[src/rtl/hazard_forward_unit_if.sv]
// Decode-side hazard inputs and execute-side forward/stall/flush controls.
// The slave modport is the hazard unit's view; master is the pipeline's.
interface hazard_forward_unit_if #(
  parameter int REG_ADDR_W = 5,
  parameter int CNT_W      = 32
);
  logic                  valid_d;
  logic [REG_ADDR_W-1:0] rs1_d;
  logic [REG_ADDR_W-1:0] rs2_d;
  logic [REG_ADDR_W-1:0] rd_d;
  logic                  reg_write_d;
  logic                  load_d;
  logic                  pc_src_e;
  logic [1:0]            forward_a_e;
  logic [1:0]            forward_b_e;
  logic                  stall_f;
  logic                  stall_d;
  logic                  flush_d;
  logic                  flush_e;
  logic [CNT_W-1:0]      stall_cycles;
  logic [CNT_W-1:0]      flush_cycles;

  modport master (
    output valid_d, rs1_d, rs2_d, rd_d,
    output reg_write_d, load_d, pc_src_e,
    input  forward_a_e, forward_b_e,
    input  stall_f, stall_d, flush_d, flush_e,
    input  stall_cycles, flush_cycles
  );

  modport slave (
    input  valid_d, rs1_d, rs2_d, rd_d,
    input  reg_write_d, load_d, pc_src_e,
    output forward_a_e, forward_b_e,
    output stall_f, stall_d, flush_d, flush_e,
    output stall_cycles, flush_cycles
  );
endinterface

[src/rtl/hazard_forward_unit.sv]
// Hazard detection and operand forwarding for the 5-stage pipeline.
// Optional perf counters enabled by HAZARD_PERF_CNT_EN.
module hazard_forward_unit #(
  parameter int REG_ADDR_W = 5,
  parameter int CNT_W      = 32
) (
  input logic             clk,
  input logic             rst,
  hazard_forward_unit_if.slave hz
);

  typedef logic [REG_ADDR_W-1:0] reg_t;

  typedef struct packed {
    reg_t rs1;
    reg_t rs2;
    reg_t rd;
    logic reg_write;
    logic load;
  } e_t;

  typedef struct packed {
    reg_t rd;
    logic reg_write;
  } mw_t;

  e_t   e_q;
  e_t   e_nxt;
  mw_t  m_q;
  mw_t  w_q;

  logic lw_stall;
  logic flush_e_raw;
  logic a_m, a_w, a_w_only;
  logic b_m, b_w, b_w_only;
  logic [1:0] fa;
  logic [1:0] fb;

  assign lw_stall = hz.valid_d && e_q.load
                 && (e_q.rd != '0)
                 && ((e_q.rd == hz.rs1_d)
                  || (e_q.rd == hz.rs2_d));

  assign flush_e_raw = lw_stall || hz.pc_src_e;

  always_comb begin
    e_nxt = '0;
    if (hz.valid_d && !flush_e_raw) begin
      e_nxt.rs1       = hz.rs1_d;
      e_nxt.rs2       = hz.rs2_d;
      e_nxt.rd        = hz.rd_d;
      e_nxt.reg_write = hz.reg_write_d;
      e_nxt.load      = hz.load_d;
    end
  end

  always_ff @(posedge clk) begin
    if (!rst) begin
      e_q <= '0;
      m_q <= '0;
      w_q <= '0;
    end else begin
      e_q <= e_nxt;
      m_q <= '{rd: e_q.rd, reg_write: e_q.reg_write};
      w_q <= m_q;
    end
  end

  assign a_m = m_q.reg_write && (m_q.rd != '0)
            && (m_q.rd == e_q.rs1);
  assign a_w = w_q.reg_write && (w_q.rd != '0)
            && (w_q.rd == e_q.rs1);
  assign b_m = m_q.reg_write && (m_q.rd != '0)
            && (m_q.rd == e_q.rs2);
  assign b_w = w_q.reg_write && (w_q.rd != '0)
            && (w_q.rd == e_q.rs2);

  // The younger result in M shadows the older one in W.
  assign a_w_only = a_w && !a_m;
  assign b_w_only = b_w && !b_m;

  always_comb begin
    fa = 2'b00;
    unique case (1'b1)
      a_m:      fa = 2'b10;
      a_w_only: fa = 2'b01;
      default:  fa = 2'b00;
    endcase
  end

  always_comb begin
    fb = 2'b00;
    unique case (1'b1)
      b_m:      fb = 2'b10;
      b_w_only: fb = 2'b01;
      default:  fb = 2'b00;
    endcase
  end

  assign hz.forward_a_e = rst ? fa : 2'b00;
  assign hz.forward_b_e = rst ? fb : 2'b00;
  assign hz.stall_f = rst && lw_stall && !hz.pc_src_e;
  assign hz.stall_d = rst && lw_stall && !hz.pc_src_e;
  assign hz.flush_d = rst && hz.pc_src_e;
  assign hz.flush_e = rst && flush_e_raw;

`ifdef HAZARD_PERF_CNT_EN
  logic [CNT_W-1:0] sc_q;
  logic [CNT_W-1:0] fc_q;

  always_ff @(posedge clk) begin
    if (!rst) begin
      sc_q <= '0;
      fc_q <= '0;
    end else begin
      if (hz.stall_d && (sc_q != '1))
        sc_q <= sc_q + CNT_W'(1);
      if (hz.flush_e && (fc_q != '1))
        fc_q <= fc_q + CNT_W'(1);
    end
  end

  assign hz.stall_cycles = rst ? sc_q : '0;
  assign hz.flush_cycles = rst ? fc_q : '0;
`else
  assign hz.stall_cycles = {CNT_W{1'b0}};
  assign hz.flush_cycles = {CNT_W{1'b0}};
`endif

endmodule
[src/flat_wrapper.sv]
// flat-port wrapper written by rule: the top's interface ports become plain ports
module hazard_forward_unit_flat 
#(
  parameter int REG_ADDR_W = 5,
  parameter int CNT_W      = 32
)
  (clk, rst, hz_valid_d, hz_rs1_d, hz_rs2_d, hz_rd_d, hz_reg_write_d, hz_load_d, hz_pc_src_e, hz_forward_a_e, hz_forward_b_e, hz_stall_f, hz_stall_d, hz_flush_d, hz_flush_e, hz_stall_cycles, hz_flush_cycles);
  hazard_forward_unit_if #(.REG_ADDR_W(REG_ADDR_W), .CNT_W(CNT_W)) hz_i ();
  input logic clk;
  input logic rst;
  input wire logic [$bits(hz_i.valid_d)-1:0] hz_valid_d;
  input wire logic [$bits(hz_i.rs1_d)-1:0] hz_rs1_d;
  input wire logic [$bits(hz_i.rs2_d)-1:0] hz_rs2_d;
  input wire logic [$bits(hz_i.rd_d)-1:0] hz_rd_d;
  input wire logic [$bits(hz_i.reg_write_d)-1:0] hz_reg_write_d;
  input wire logic [$bits(hz_i.load_d)-1:0] hz_load_d;
  input wire logic [$bits(hz_i.pc_src_e)-1:0] hz_pc_src_e;
  output wire logic [$bits(hz_i.forward_a_e)-1:0] hz_forward_a_e;
  output wire logic [$bits(hz_i.forward_b_e)-1:0] hz_forward_b_e;
  output wire logic [$bits(hz_i.stall_f)-1:0] hz_stall_f;
  output wire logic [$bits(hz_i.stall_d)-1:0] hz_stall_d;
  output wire logic [$bits(hz_i.flush_d)-1:0] hz_flush_d;
  output wire logic [$bits(hz_i.flush_e)-1:0] hz_flush_e;
  output wire logic [$bits(hz_i.stall_cycles)-1:0] hz_stall_cycles;
  output wire logic [$bits(hz_i.flush_cycles)-1:0] hz_flush_cycles;
  assign hz_i.valid_d = hz_valid_d;
  assign hz_i.rs1_d = hz_rs1_d;
  assign hz_i.rs2_d = hz_rs2_d;
  assign hz_i.rd_d = hz_rd_d;
  assign hz_i.reg_write_d = hz_reg_write_d;
  assign hz_i.load_d = hz_load_d;
  assign hz_i.pc_src_e = hz_pc_src_e;
  assign hz_forward_a_e = hz_i.forward_a_e;
  assign hz_forward_b_e = hz_i.forward_b_e;
  assign hz_stall_f = hz_i.stall_f;
  assign hz_stall_d = hz_i.stall_d;
  assign hz_flush_d = hz_i.flush_d;
  assign hz_flush_e = hz_i.flush_e;
  assign hz_stall_cycles = hz_i.stall_cycles;
  assign hz_flush_cycles = hz_i.flush_cycles;
  hazard_forward_unit #(.REG_ADDR_W(REG_ADDR_W), .CNT_W(CNT_W)) u_core (.clk(clk), .rst(rst), .hz(hz_i));
endmodule
[config.mk]
export PLATFORM = sky130hd
export DESIGN_NAME = hazard_forward_unit_flat
export DESIGN_NICKNAME = d
export VERILOG_FILES = /design/src/rtl/hazard_forward_unit_if.sv /design/src/rtl/hazard_forward_unit.sv /design/src/flat_wrapper.sv
export SDC_FILE = /design/constraint.sdc
export NUM_CORES = 1
export LEC_CHECK = 0
export BUFFER_PORTS_ARGS = -buffer_cell sky130_fd_sc_hd__buf_2
export CORE_MARGIN = 1.5
export CORE_UTILIZATION = 40
export CTS_CLUSTER_DIAMETER = 80
export DETAILED_ROUTE_END_ITERATION = 10
export PLACE_DENSITY_LB_ADDON = 0.1
export SETUP_SLACK_MARGIN = 0.5
export SLEW_MARGIN = 20
export SYNTH_ARGS = -nofsm -noshare
export SYNTH_HDL_FRONTEND = slang
export SYNTH_SLANG_ARGS = --single-unit
[constraint.sdc]
create_clock -name clk -period 1.8 [get_ports clk]
set_input_delay 0.09 -clock clk [delete_from_list [all_inputs] [get_ports clk]]
set_output_delay 0.09 -clock clk [all_outputs]
set_load 0.05 [all_outputs]
==> out/qor.csv <==
metric,value,unit
Layout Nets,262,
Core Footprint,4350,sq um
min Tclk post-route,1.92,ns
Crit. Startpoint,u_core.w_q[3]$_SDFF_PN0_,
Worst R2R Path Depth,5,
Syn. warnings,0,
Worst Hold Class,in2reg,
FF/Latch Area,612,sq um
largest net degree at the start of global routing,19,
Fill cells,452,
Worst setup SP type,register,
Leak,1.04,nW
WP data required,1.71,ns
max_cap viols,0,
CP arrival,1.83,ns
routed len/inst,11.4,um
Final Hold Vio Count,0,
Setup Skew,0.00498,ns
synthesized area per cell,8.71,sq um
setup ws final,-0.116,ns
Post-synth top flop,dfxtp_1,
"top cells by area, synth","dfxtp_1, buf_4, xnor2_1",
CTS tree,built,
Synth area leader,dfxtp_1,
multi-input logic area,1120,sq um
antenna violations before repair,0,
IO Count,93,
Initial DRC Count,11,
GR Overflow Total,0,
hpwl dp,2470,um
Yosys cell types,23,
CTS sink count,29,
DIE AREA,4920,sq um
period utilisation layout,1.06,
Power Density,760,nW/um^2
Synth-to-Final Area Change,19.9,%
Die H,70.1,um
flop2flop setup slack,0.53,ns
Slew Limit Fails,0,
Syn Inst Count,207,
CP Cell Sequence,"or4_4, o211ai_1, or4_4, nor4_4, buf_6",
# diodes,0,
WS Path Type,reg2out,
Die W,70.1,um
CP max FO,3,
drt pass-1 iters,3,
share of cells above drive strength 1,0.368,
Setup crit end kind,output pin,
Tot Pwr,1.64,mW
register area share after synthesis,0.322,
asr flop ratio synth,0,
post-synth top area share,0.322,
hold_ws,0.0440,ns
outcome,finished with violations,
clk slew on worst S/H paths,0.06,ns
RR Startpoint,u_core.e_q[2]$_SDFF_PN0_,
final wirelength,3360,um
crit-path max cell delay,0.45,ns
Initial Util,0.414,
global-route wire length before repair,5090,um
RePlAce Congestion,0.756,
"Most Used Layer, Global Route",met2,
DR vias,1197,
Post-synth top cells,"buf_4, dfxtp_1, nand3_1",
reg2reg end,u_core.e_q[8]$_SDFF_PN0_,
"Top cell by count, worst path",or4_4,
Post-Syn Area,1800,sq um
end of the critical path,hz_forward_b_e[0],
met3 usage,0.0548,
Worst VDD drop,0.000352,V
root buf cell,clkbuf_8,
GRT met2 Usage,0.232,
Cell Rows,24,
failing checks,setup timing,
vias in the first global route,1101,
RSZ-0062 raised after global routing,true,
ANT nets after route,0,
Post-synth EDFFs,0,
clock buffer depth,2,
vias per cell,4.07,
Critical-path top delay cell,or4_4,
GR Util met1,0.149,
GRT Resource Usage Total,0.136,
CTS Buf Count,5,
"count leader, synth",buf_4,
endpoints failing setup,4,
Worst-Skew Late Latency,0.28,ns
port buffer count,28,
H-tree depth,2,
#FFs+latches synth,29,
drc violations,0,
FMAX,522,MHz
worst max-delay path, delay by kind of cell (launching register included):
family | cells | cell delay (ns)
buffers and inverters | 1 | 0.19
AO/OA/AOI/OAI | 1 | 0.12
AND/OR/NAND/NOR | 3 | 0.87
flip-flops | 1 | 0.37
routing by layer:
metal,vias to the layer above,share of wire
li1,624,-
met3,6,0.051
met5,-,0
met4,0,0.018
met1,517,0.40
met2,50,0.53
worst min-delay path by stage:
| stage | startpoint | endpoint | slack [ns] | cells after the start |
|---|---|---|---|---|
| floorplan | rst | u_core.w_q[2]$_SDFF_PN0_ | 0.22 | 1 |
| global placement | hz_rd_d[1] | u_core.e_q[3]$_SDFF_PN0_ | 0.33 | 3 |
| detailed placement | hz_rd_d[4] | u_core.e_q[6]$_SDFF_PN0_ | 0.34 | 3 |
| CTS | hz_rd_d[1] | u_core.e_q[3]$_SDFF_PN0_ | 0.03 | 3 |
| global route | hz_rd_d[4] | u_core.e_q[6]$_SDFF_PN0_ | 0.04 | 3 |
| finish | hz_rd_d[4] | u_core.e_q[6]$_SDFF_PN0_ | 0.04 | 3 |
cell families after synthesis:
kind of cell           synth area share
AO/OA/AOI/OAI                    0.0659
XOR/XNOR                          0.146
buffers and inverters             0.289
flip-flops                        0.322
other                           0.00208
AND/OR/NAND/NOR                   0.175
cell type report:
type | instances | share of cell area
Clock buffer | 6 | 0.0336
Timing Repair Buffer | 37 | 0.128
Clock inverter | 2 | 0.00463
Sequential cell | 29 | 0.283
Multi-Input combinational cell | 168 | 0.520
Tap cell | 52 | 0.0301
placed cells by master, fill, tap and decap left out, types with 5 or more instances in the layout:
cell type	instances
a21oi_1	15
and2_1	12
buf_2	21
buf_4	8
buf_8	6
clkbuf_8	5
conb_1	64
dfxtp_1	14
dfxtp_2	10
dfxtp_4	5
nand3_1	19
xnor2_1	8
xnor2_2	8
xor2_1	14
flip-flops by register name, summed over array words and instances, names as in the netlist:
name	count
u_core.w_q	6
u_core.e_q	17
u_core.m_q	6
through the flow:
stage	worst slack (ns)	instances	TNS [ns]	cell area, sq um	utilization
after floorplan	0.0389	270	0	2120	-
after global placement	0.119	282	0	1830	0.420
after detailed placement	0.101	282	0	1830	0.420
after CTS	-0.127	293	-0.292	2100	0.483
after global routing	-0.181	294	-0.522	2160	0.497
final	-0.116	294	-0.289	2160	0.497
what timing repair did:
action                     CTS  global route
hold buffers                 0             0
setup endpoints to repair   18            21
gates resized for setup     41            11
setup buffers                3             1
pin swaps                    7             3
where the power goes:
part	switching [mW]	leakage (nW)	total, mW	internal (mW)
logic	0.379	0.754	0.461	0.0816
clock network	0.248	0.0450	0.516	0.267
registers	0.0156	0.244	0.667	0.651
Note: power is estimated with default switching activity, not from simulation.
